**src/rtl/tick_pkg.sv**
```systemverilog
// Shared constants and width helper for the alarm-clock timebase.
package tick_pkg;

    localparam int unsigned DEF_CLK_HZ      = 256;
    localparam int unsigned DEF_SEC_PER_MIN = 60;
    localparam int unsigned DEF_MIN_PER_HR  = 60;

    // Counter width for a modulus-n counter; a modulus of 1 still needs one bit.
    function automatic int unsigned cnt_w(input int unsigned n);
        return (n <= 1) ? 1 : 32'($clog2(n));
    endfunction

endpackage

```
**src/rtl/mod_counter.sv**
```systemverilog
// Modulus-MOD up-counter with hold, synchronous clear and a terminal-count flag.
module mod_counter
    import tick_pkg::*;
#(
    parameter int unsigned MOD = 2
) (
    input  logic                    clk,
    input  logic                    reset,
    input  logic                    clr,
    input  logic                    inc,
    output logic [cnt_w(MOD)-1:0]   value,
    output logic                    term_c
);

    localparam int unsigned W = cnt_w(MOD);
    localparam logic [W-1:0] LAST = W'(MOD - 1);

    // Full-width terminal compare so non-power-of-2 moduli wrap exactly.
    assign term_c = (value == LAST) && inc;

    always_ff @(posedge clk) begin
        if (reset || clr) begin
            value <= '0;
        end else if (inc) begin
            value <= term_c ? '0 : value + W'(1);
        end
    end

endmodule

```
**src/rtl/tick_gen.sv**
```systemverilog
// Timebase producing one_second / one_minute strobes for the alarm clock.
// Define TICK_HOUR_EN to add the minute counter and the one_hour strobe.
module tick_gen
    import tick_pkg::*;
#(
    parameter int unsigned CLK_HZ      = DEF_CLK_HZ,
    parameter int unsigned SEC_PER_MIN = DEF_SEC_PER_MIN,
    parameter int unsigned MIN_PER_HR  = DEF_MIN_PER_HR
) (
    input  logic                            clk,
    input  logic                            reset,
    input  logic                            reset_count,
    input  logic                            run,
    input  logic                            fast_watch,
    output logic                            one_second,
    output logic                            one_minute,
`ifdef TICK_HOUR_EN
    output logic                            one_hour,
`endif
    output logic [cnt_w(SEC_PER_MIN)-1:0]   sec_count
);

    localparam int unsigned PRE_W = cnt_w(CLK_HZ);

    if (CLK_HZ < 2 || SEC_PER_MIN < 2 || MIN_PER_HR < 1) begin : g_bad_param
        $error("tick_gen: CLK_HZ and SEC_PER_MIN must be >= 2, MIN_PER_HR >= 1");
    end

    logic [PRE_W-1:0] pre;
    logic             sec_tick;
    logic             min_tick;
    logic             min_adv;

    mod_counter #(.MOD(CLK_HZ)) u_pre (
        .clk    (clk),
        .reset  (reset),
        .clr    (reset_count),
        .inc    (run),
        .value  (pre),
        .term_c (sec_tick)
    );

    mod_counter #(.MOD(SEC_PER_MIN)) u_sec (
        .clk    (clk),
        .reset  (reset),
        .clr    (reset_count),
        .inc    (sec_tick),
        .value  (sec_count),
        .term_c (min_tick)
    );

    // In fast mode the minute rate collapses onto the second rate.
    assign min_adv = fast_watch ? sec_tick : min_tick;

`ifdef TICK_HOUR_EN
    logic [cnt_w(MIN_PER_HR)-1:0] min_count;
    logic                         hour_tick;

    mod_counter #(.MOD(MIN_PER_HR)) u_min (
        .clk    (clk),
        .reset  (reset),
        .clr    (reset_count),
        .inc    (min_adv),
        .value  (min_count),
        .term_c (hour_tick)
    );

    always_ff @(posedge clk) begin
        if (reset || reset_count) begin
            one_hour <= 1'b0;
        end else begin
            one_hour <= hour_tick;
        end
    end

    a_hour_wrap: assert property (@(posedge clk) disable iff (reset) one_hour |-> (min_count == '0));
`endif

    // Strobes are suppressed on any restart edge; run=0 already gates sec_tick.
    always_ff @(posedge clk) begin
        if (reset || reset_count) begin
            one_second <= 1'b0;
            one_minute <= 1'b0;
        end else begin
            one_second <= sec_tick;
            one_minute <= min_adv;
        end
    end

    a_sec_wrap: assert property (@(posedge clk) disable iff (reset) one_second |-> (pre == '0));

endmodule

```
**config.mk**
```make
export PLATFORM = sky130hd
export DESIGN_NAME = tick_gen
export DESIGN_NICKNAME = d
export VERILOG_FILES = /design/src/rtl/tick_pkg.sv /design/src/rtl/mod_counter.sv /design/src/rtl/tick_gen.sv
export SDC_FILE = /design/constraint.sdc
export NUM_CORES = 1
export LEC_CHECK = 0
export ABC_AREA = 1
export BUFFER_PORTS_ARGS = -buffer_cell sky130_fd_sc_hd__clkbuf_2
export CAP_MARGIN = 40
export CORE_MARGIN = 5
export CORE_UTILIZATION = 53
export CTS_CLUSTER_SIZE = 20
export DETAILED_ROUTE_END_ITERATION = 10
export GPL_TIMING_DRIVEN = 0
export PLACE_DENSITY = 0.75
export SYNTH_ARGS = -nofsm -noshare
export SYNTH_HDL_FRONTEND = slang
export SYNTH_SLANG_ARGS = --single-unit
```
**constraint.sdc**
```tcl
create_clock -name clk -period 1.5 [get_ports clk]
set_clock_uncertainty 0.2 [all_clocks]
set_input_delay 0.3 -clock clk [delete_from_list [all_inputs] [get_ports clk]]
set_output_delay 0.3 -clock clk [all_outputs]
set_load 0.02 [all_outputs]
```
==> impl_metrics.json, run 1 <==
{
  "dp_cells": 141,
  "root_buffer": "clkbuf_4",
  "max_stage_delay_ps": 380,
  "cp_cell_sequence": "ha_4 > nand2_1 > nor2_4 > nand2_4 > nand2_4 > nand2_2 > inv_1 > nor2_1",
  "core.rowCount": 14,
  "portBuffers": 11,
  "fin_area_um2": 1010,
  "vdd_drop_max_mv": 0.542,
  "period_share_pct": 95.4,
  "crit_end": "u_sec.value[5]$_SDFFE_PP0P_",
  "routedWlPerCell_um": 12.3,
  "cts_tree": "done",
  "first_pass_iters": 4,
  "synth.avg_cell_area_um2": 7.28,
  "syn_nets": 121,
  "synthesis.area_um2": 830,
  "synth-seq-cells": 16,
  "drc": 0,
  "p_per_area_nw_per_um2": 755,
  "hold_path.class": "primary input to flop",
  "fp.dieW_um": 49.6,
  "io_pins": 13,
  "core_um2": 1490,
  "r2r_cells": 8,
  "critPathMaxFanout": 6,
  "crit_family": "simple AND/OR/NAND/NOR gates",
  "nNetsFinal": 139,
  "slew_viol_final": 0,
  "grt_pass1_vias": 734,
  "gp_congestion": 0.817,
  "clkLatencyLatePin_ps": 300,
  "finalSetupViolCount": 0,
  "crit_top_cell": "nand2_4",
  "crit_required_ps": 1510,
  "regToRegEndpoint": "u_sec.value[5]$_SDFFE_PP0P_",
  "arrival_ps": 1440,
  "p_leak_nw": 0.392,
  "grt_max_degree": 10,
  "crit_path_top_delay_cell": "dfxtp_4",
  "start_kind": "flop",
  "rr_startpoint": "u_pre.value[0]$_SDFFE_PP0P_",
  "critPathBufInv": 1,
  "antenna_cells": 0,
  "die_area_um2": 2460,
  "worst_pin_slew_ps": 286,
  "ys_seq_area_share_pct": 38.6,
  "crit_type": "flop to flop",
  "fillCellCount": 135,
  "maxCapViolCount": 0,
  "cts_hold_buf": 0,
  "viasPerCell": 5.29,
  "vias": 778,
  "hold_slack_ps": 4.62,
  "ctsHtreeMaxLevel": 1,
  "grtUsageTotal_pct": 15.0,
  "regToRegSetupSlack_ps": 70,
  "ant_nets": 0,
  "path_depth": 8,
  "initial_core_util_pct": 55.7,
  "end_kind": "flop",
  "numCtsBuffers": 3,
  "drive_gt1_share_pct": 33.6,
  "status": "completed",
  "overflow": 0,
  "path_clk_slew_ps": 100,
  "die_y_um": 49.6,
  "antenna_found_initial": 0,
  "syn_to_final_growth_pct": 21.3,
  "drtIter0Drc": 13,
  "placed_cell_area_um2": 907,
  "yosysWarnings": 0,
  "max_freq_ghz": 0.699,
  "synth.distinct_cells": 23,
  "syn_inst": 114,
  "clockBufferDepth": 2,
  "hold_viol_final": 0,
  "max_slew_margin_pct": 80.9,
  "min_period_ps": 1430,
  "grt_pass1_wl_um": 2880,
  "drt_wl_total_um": 1810,
  "cts.sinks": 16,
  "fin_cells": 147,
  "crit_start": "u_pre.value[0]$_SDFFE_PP0P_",
  "dpl.hpwl_um": 1320
}
-- layer usage --
layer	GRT usage, %	up-vias	part of all wire (%)
met5	0	-	0
met1	15.4	367	41
met4	8.30	0	2.3
met3	3.92	5	3.5
met2	26.9	10	54
li1	-	396	-
-- report_power, final --
part	internal (W)	leakage, nW	total (W)	switching (W)
registers	0.000422	0.132	0.000424	0.00000247
clock network	0.000148	0.0210	0.000298	0.000150
logic	0.0000136	0.239	0.0000371	0.0000235
total	0.000584	0.392	0.000759	0.000176
-- logic make-up (layout without fill, tap and decap cells) --
family	after synthesis	in the layout	share of synthesized area (%)
AOI/OAI and AO/OA	12	12	9.95
xor gates and xnor gates	1	1	1.06
adders and majority gates	2	2	3.02
buffers and inverters	16	33	7.69
DFF	16	16	38.6
and+or+nand+nor	67	67	39.7
-- how the worst min path moves through the flow --
stage | startpoint | end | slack, ps | cells past startpoint
final | fast_watch | one_minute$_SDFF_PP0_ | 5 | 2
after global routing | fast_watch | one_minute$_SDFF_PP0_ | 20 | 2
after CTS | fast_watch | one_minute$_SDFF_PP0_ | 8 | 2
after detailed placement | u_sec.value[1]$_SDFFE_PP0P_ | u_sec.value[1]$_SDFFE_PP0P_ | 270 | 2
after global placement | u_sec.value[1]$_SDFFE_PP0P_ | u_sec.value[1]$_SDFFE_PP0P_ | 270 | 2
after floorplan | fast_watch | one_minute$_SDFF_PP0_ | 220 | 1
-- state kept, by name, indices dropped and copies added (netlist names) --
signal	count
u_pre.value	8
one_minute	1
one_second	1
u_sec.value	6
-- cell usage after synthesis --
cell type	instances	area [um2]
nand3_2	1	10.0
dfxtp_1	16	320
nor2_1	16	60.1
o21a_1	1	7.51
nand2_4	2	22.5
or2_2	1	6.26
xor2_1	1	8.76
nand4_1	2	12.5
o21ai_1	3	15.0
nand2_1	25	93.8
nor2_2	5	31.3
ha_1	2	25.0
inv_2	1	3.75
inv_1	14	52.6
nor2_4	2	22.5
nor3_1	1	5.00
o21ai_2	2	17.5
o21bai_2	2	22.5
nand2_2	2	12.5
a21oi_1	4	20.0
nand3_1	9	45.0
buf_4	1	7.51
nor3b_1	1	7.51
-- metrics by stage --
step,setup TNS (ps),power (W),util (%),setup slack [ps]
3_5_place_dp,-102,0.000473,60.9,-34.1
4_1_cts,0,0.000765,65.0,21.3
2_1_floorplan,0,0.000463,-,84.7
5_1_grt,-31.5,0.000783,67.6,-28.4
6_report,0,0.000759,67.6,68.5
3_3_place_gp,-9.03,0.000472,60.9,-6.42
-- worst reg2reg max path, cell delays in order (launching register included) --
cell	delay [ps]
dfxtp_4	380
ha_4	150
nand2_1	90
nor2_4	120
nand2_4	100
nand2_4	100
nand2_2	80
inv_1	80
nor2_1	50
-- layout by cell type (no fill, tap or decap) --
cell type / count
buf_4: 3
nand2_1: 25
dfxtp_4: 3
dfxtp_2: 1
nor3_1: 1
clkbuf_8: 1
inv_1: 14
nand3_1: 8
xor2_1: 1
nor2_2: 5
nand4_1: 2
o21ai_1: 3
clkbuf_2: 11
nand2_2: 2
dfxtp_1: 12
nor3b_1: 1
clkbuf_4: 3
ha_4: 2
a21oi_1: 4
nand2_4: 2
o21bai_2: 2
nand3_2: 2
inv_2: 1
o21ai_2: 2
or2_2: 1
nor2_4: 3
o21a_1: 1
nor2_1: 15
-- final cells by class --
| class | count | area (um2) | share of cell area [%] |
|---|---|---|---|
| Tap cell | 16 | 20.0 | 1.99 |
| Buffer | 1 | 7.51 | 0.746 |
| Sequential cell | 16 | 333 | 33.1 |
| Inverter | 15 | 56.3 | 5.60 |
| Clock buffer | 4 | 36.3 | 3.61 |
| Timing Repair Buffer | 13 | 70.1 | 6.97 |
| Multi-Input combinational cell | 82 | 483 | 48.0 |
-- timing repair --
| item | CTS | global route |
|---|---|---|
| pin swaps | 1 | 3 |
| endpoints found under the setup margin | 9 | 9 |
| buffers inserted | 1 | 1 |
| resized for setup | 5 | 7 |
Note: power is estimated with default switching activity, not from simulation.
==> run 2: changes to the inputs <==
--- a/config.mk
+++ b/config.mk
@@ -8,12 +8,13 @@
 export ABC_AREA = 1
 export BUFFER_PORTS_ARGS = -buffer_cell sky130_fd_sc_hd__clkbuf_2
 export CAP_MARGIN = 40
-export CORE_MARGIN = 5
+export CORE_MARGIN = 2
 export CORE_UTILIZATION = 53
 export CTS_CLUSTER_SIZE = 20
 export DETAILED_ROUTE_END_ITERATION = 10
 export GPL_TIMING_DRIVEN = 0
-export PLACE_DENSITY = 0.75
+export PLACE_DENSITY = 0.76
 export SYNTH_ARGS = -nofsm -noshare
 export SYNTH_HDL_FRONTEND = slang
+export SYNTH_HIERARCHICAL = 1
 export SYNTH_SLANG_ARGS = --single-unit
==> impl_metrics.json, run 2 <==
{
  "yosysWarnings": 6,
  "core_um2": 1450,
  "synth.distinct_cells": 20,
  "die_area_um2": 1840,
  "layout_commonest_cell": "nand2_1",
  "p_per_area_nw_per_um2": 683,
  "ys_seq_area_share_pct": 40.1,
  "root_buffer": "clkbuf_4",
  "crit_required_ps": 1480,
  "crit_type": "flop to flop",
  "regToRegSetupSlack_ps": -50,
  "r2r_cells": 10,
  "syn_nets": 123,
  "synth.avg_cell_area_um2": 6.89,
  "vdd_drop_max_mv": 0.506,
  "worst_pin_slew_ps": 352,
  "die_y_um": 42.8,
  "grt_pass1_wl_um": 2570,
  "slew_viol_final": 0,
  "whs_endpoint": "one_second$_SDFF_PP0_",
  "min_period_ps": 1550,
  "synth_edf_count": 0,
  "portBuffers": 11,
  "hold_path.class": "primary input to flop",
  "dpl.hpwl_um": 1050,
  "clockBufferDepth": 2,
  "largest_reg_flops": 8,
  "ys_async_sr_fraction_pct": 0,
  "hold_depth": 2,
  "io_pins": 13,
  "p_leak_nw": 0.445,
  "antenna_found_initial": 0,
  "period_share_pct": 103,
  "antenna_cells": 0,
  "max_freq_ghz": 0.644,
  "initial_core_util_pct": 55.0,
  "viasPerCell": 4.78,
  "cts_hold_buf": 0,
  "nNetsFinal": 145,
  "finalSetupViolCount": 6,
  "reg_top3": "u_pre/value: 8 flops, u_sec/value: 6 flops",
  "ctsHtreeMaxLevel": 1,
  "synthesis.area_um2": 800,
  "arrival_ps": 1530,
  "fp.dieW_um": 42.8,
  "synth_area_leaders": "dfxtp_1 (40%), nand2_1 (14%), nor2_1 (9.4%)",
  "setup_slack_ps": -51.9,
  "core.rowCount": 14,
  "hold_viol_final": 0,
  "ant_nets": 0,
  "numCtsBuffers": 3,
  "gp_congestion": 0.800,
  "regToRegEndpoint": "u_sec/value[0]$_SDFFE_PP0P_",
  "rr_startpoint": "u_pre/value[1]$_SDFFE_PP0P_",
  "rsz0062_at_grt": "true",
  "syn_inst": 116,
  "synth_top_area_share_pct": 40.1,
  "vias": 732,
  "synth-seq-cells": 16,
  "hold_slack_ps": 33.6,
  "clkLatencyLatePin_ps": 280,
  "drtIter0Drc": 15,
  "status": "complete, but fails checks",
  "final_cell_mix": "nand2_1 (25), nor2_1 (18), dfxtp_1 (13)",
  "path_clk_slew_ps": 100,
  "drc": 0,
  "critPathMaxFanout": 4,
  "cts_tree": "done",
  "hp-start": "reset_count",
  "grtUsageTotal_pct": 18.3,
  "yosys.cell_count.top_type": "nand2_1",
  "max_slew_margin_pct": 76.4,
  "syn_to_final_growth_pct": 28.8,
  "end_kind": "flop",
  "fin_area_um2": 1030,
  "drt_wl_total_um": 1440,
  "grt_pass1_vias": 639,
  "routedWlPerCell_um": 9.42,
  "yosysTopAreaCell": "dfxtp_1",
  "dominantRegCellSynth": "dfxtp_1",
  "top_register": "u_pre/value",
  "violations": "setup timing",
  "maxCapViolCount": 0,
  "first_pass_iters": 5,
  "cts.sinks": 16,
  "drive_gt1_share_pct": 33.6,
  "synth_common_cells": "nand2_1 (29), nor2_1 (20), dfxtp_1 (16), inv_1 (16), nand3_1 (10)",
  "overflow": 0,
  "placed_cell_area_um2": 912,
  "start_kind": "flop",
  "grt_max_degree": 10
}
==> run 2: cell type report <==
type	count	area, um2
Timing Repair Buffer	17	100
Clock buffer	4	26.3
Inverter	17	68.8
Sequential cell	16	327
Tap cell	16	20.0
Fill cell	135	424
Multi-Input combinational cell	82	477
Buffer	1	11.3
==> run 2: how the worst max path moves through the flow <==
stage                                startpoint                     endpoint  cells after the start
finish              u_pre/value[1]$_SDFFE_PP0P_  u_sec/value[0]$_SDFFE_PP0P_                     10
global route        u_pre/value[1]$_SDFFE_PP0P_  u_sec/value[0]$_SDFFE_PP0P_                     10
CTS                 u_pre/value[0]$_SDFFE_PP0P_  u_sec/value[5]$_SDFFE_PP0P_                     10
detailed placement  u_pre/value[1]$_SDFFE_PP0P_  u_sec/value[4]$_SDFFE_PP0P_                     10
global placement    u_pre/value[1]$_SDFFE_PP0P_  u_sec/value[3]$_SDFFE_PP0P_                     10
floorplan           u_pre/value[0]$_SDFFE_PP0P_  u_sec/value[3]$_SDFFE_PP0P_                      9
==> run 2: kinds of logic after synthesis <==
kind of cell             after synthesis  share of synthesized area, %
AO/OA/AOI/OAI                          8                          5.32
XOR/XNOR                               3                          3.29
adder cells (fa/ha/maj)                2                          3.13
buffers and inverters                 18                          9.39
flip-flops                            16                          40.1
AND/OR/NAND/NOR                       69                          38.8
==> run 2: critical path: stages (launching register included) <==
cell,delay [ps]
dfxtp_2,360
ha_4,150
nand3_4,90
nor2_4,130
nand2_2,80
inv_4,80
nand2_4,60
inv_4,70
nand3_4,90
nand3_1,90
nand2_1,50
==> run 2: power by group <==
part           internal (W)  switching, W   total, W
Clock              0.000103      0.000131   0.000234
Sequential         0.000426    0.00000182   0.000428
Combinational     0.0000168     0.0000247  0.0000415
==> run 2: through the flow <==
stage	power [W]	instances	utilization [%]	TNS, ps	setup slack, ps
after floorplan	0.000463	116	-	-112	-33.8
after detailed placement	0.000475	143	62.7	-1140	-208
final	0.000703	153	70.8	-275	-51.9
after CTS	0.000716	153	69.4	-285	-51.1
after global placement	0.000475	143	62.7	-971	-179
after global routing	0.000734	153	70.8	-940	-155
==> run 2: layer usage <==
| metal | wire, um | up-vias | GRT usage [%] |
|---|---|---|---|
| li1 | - | 401 | - |
| met1 | 688 | 323 | 24.7 |
| met2 | 708 | 6 | 28.2 |
| met3 | 36 | 2 | 2.55 |
| met4 | 9 | 0 | 9.38 |
| met5 | 0 | - | 0 |
==> run 2: repair_timing <==
item / 4_1_cts / 5_1_grt
hold endpoints to repair: 0 / 0
setup buffers: 6 / 0
resized for setup: 5 / 8
pin swaps: 5 / 8
setup endpoints to repair: 6 / 8
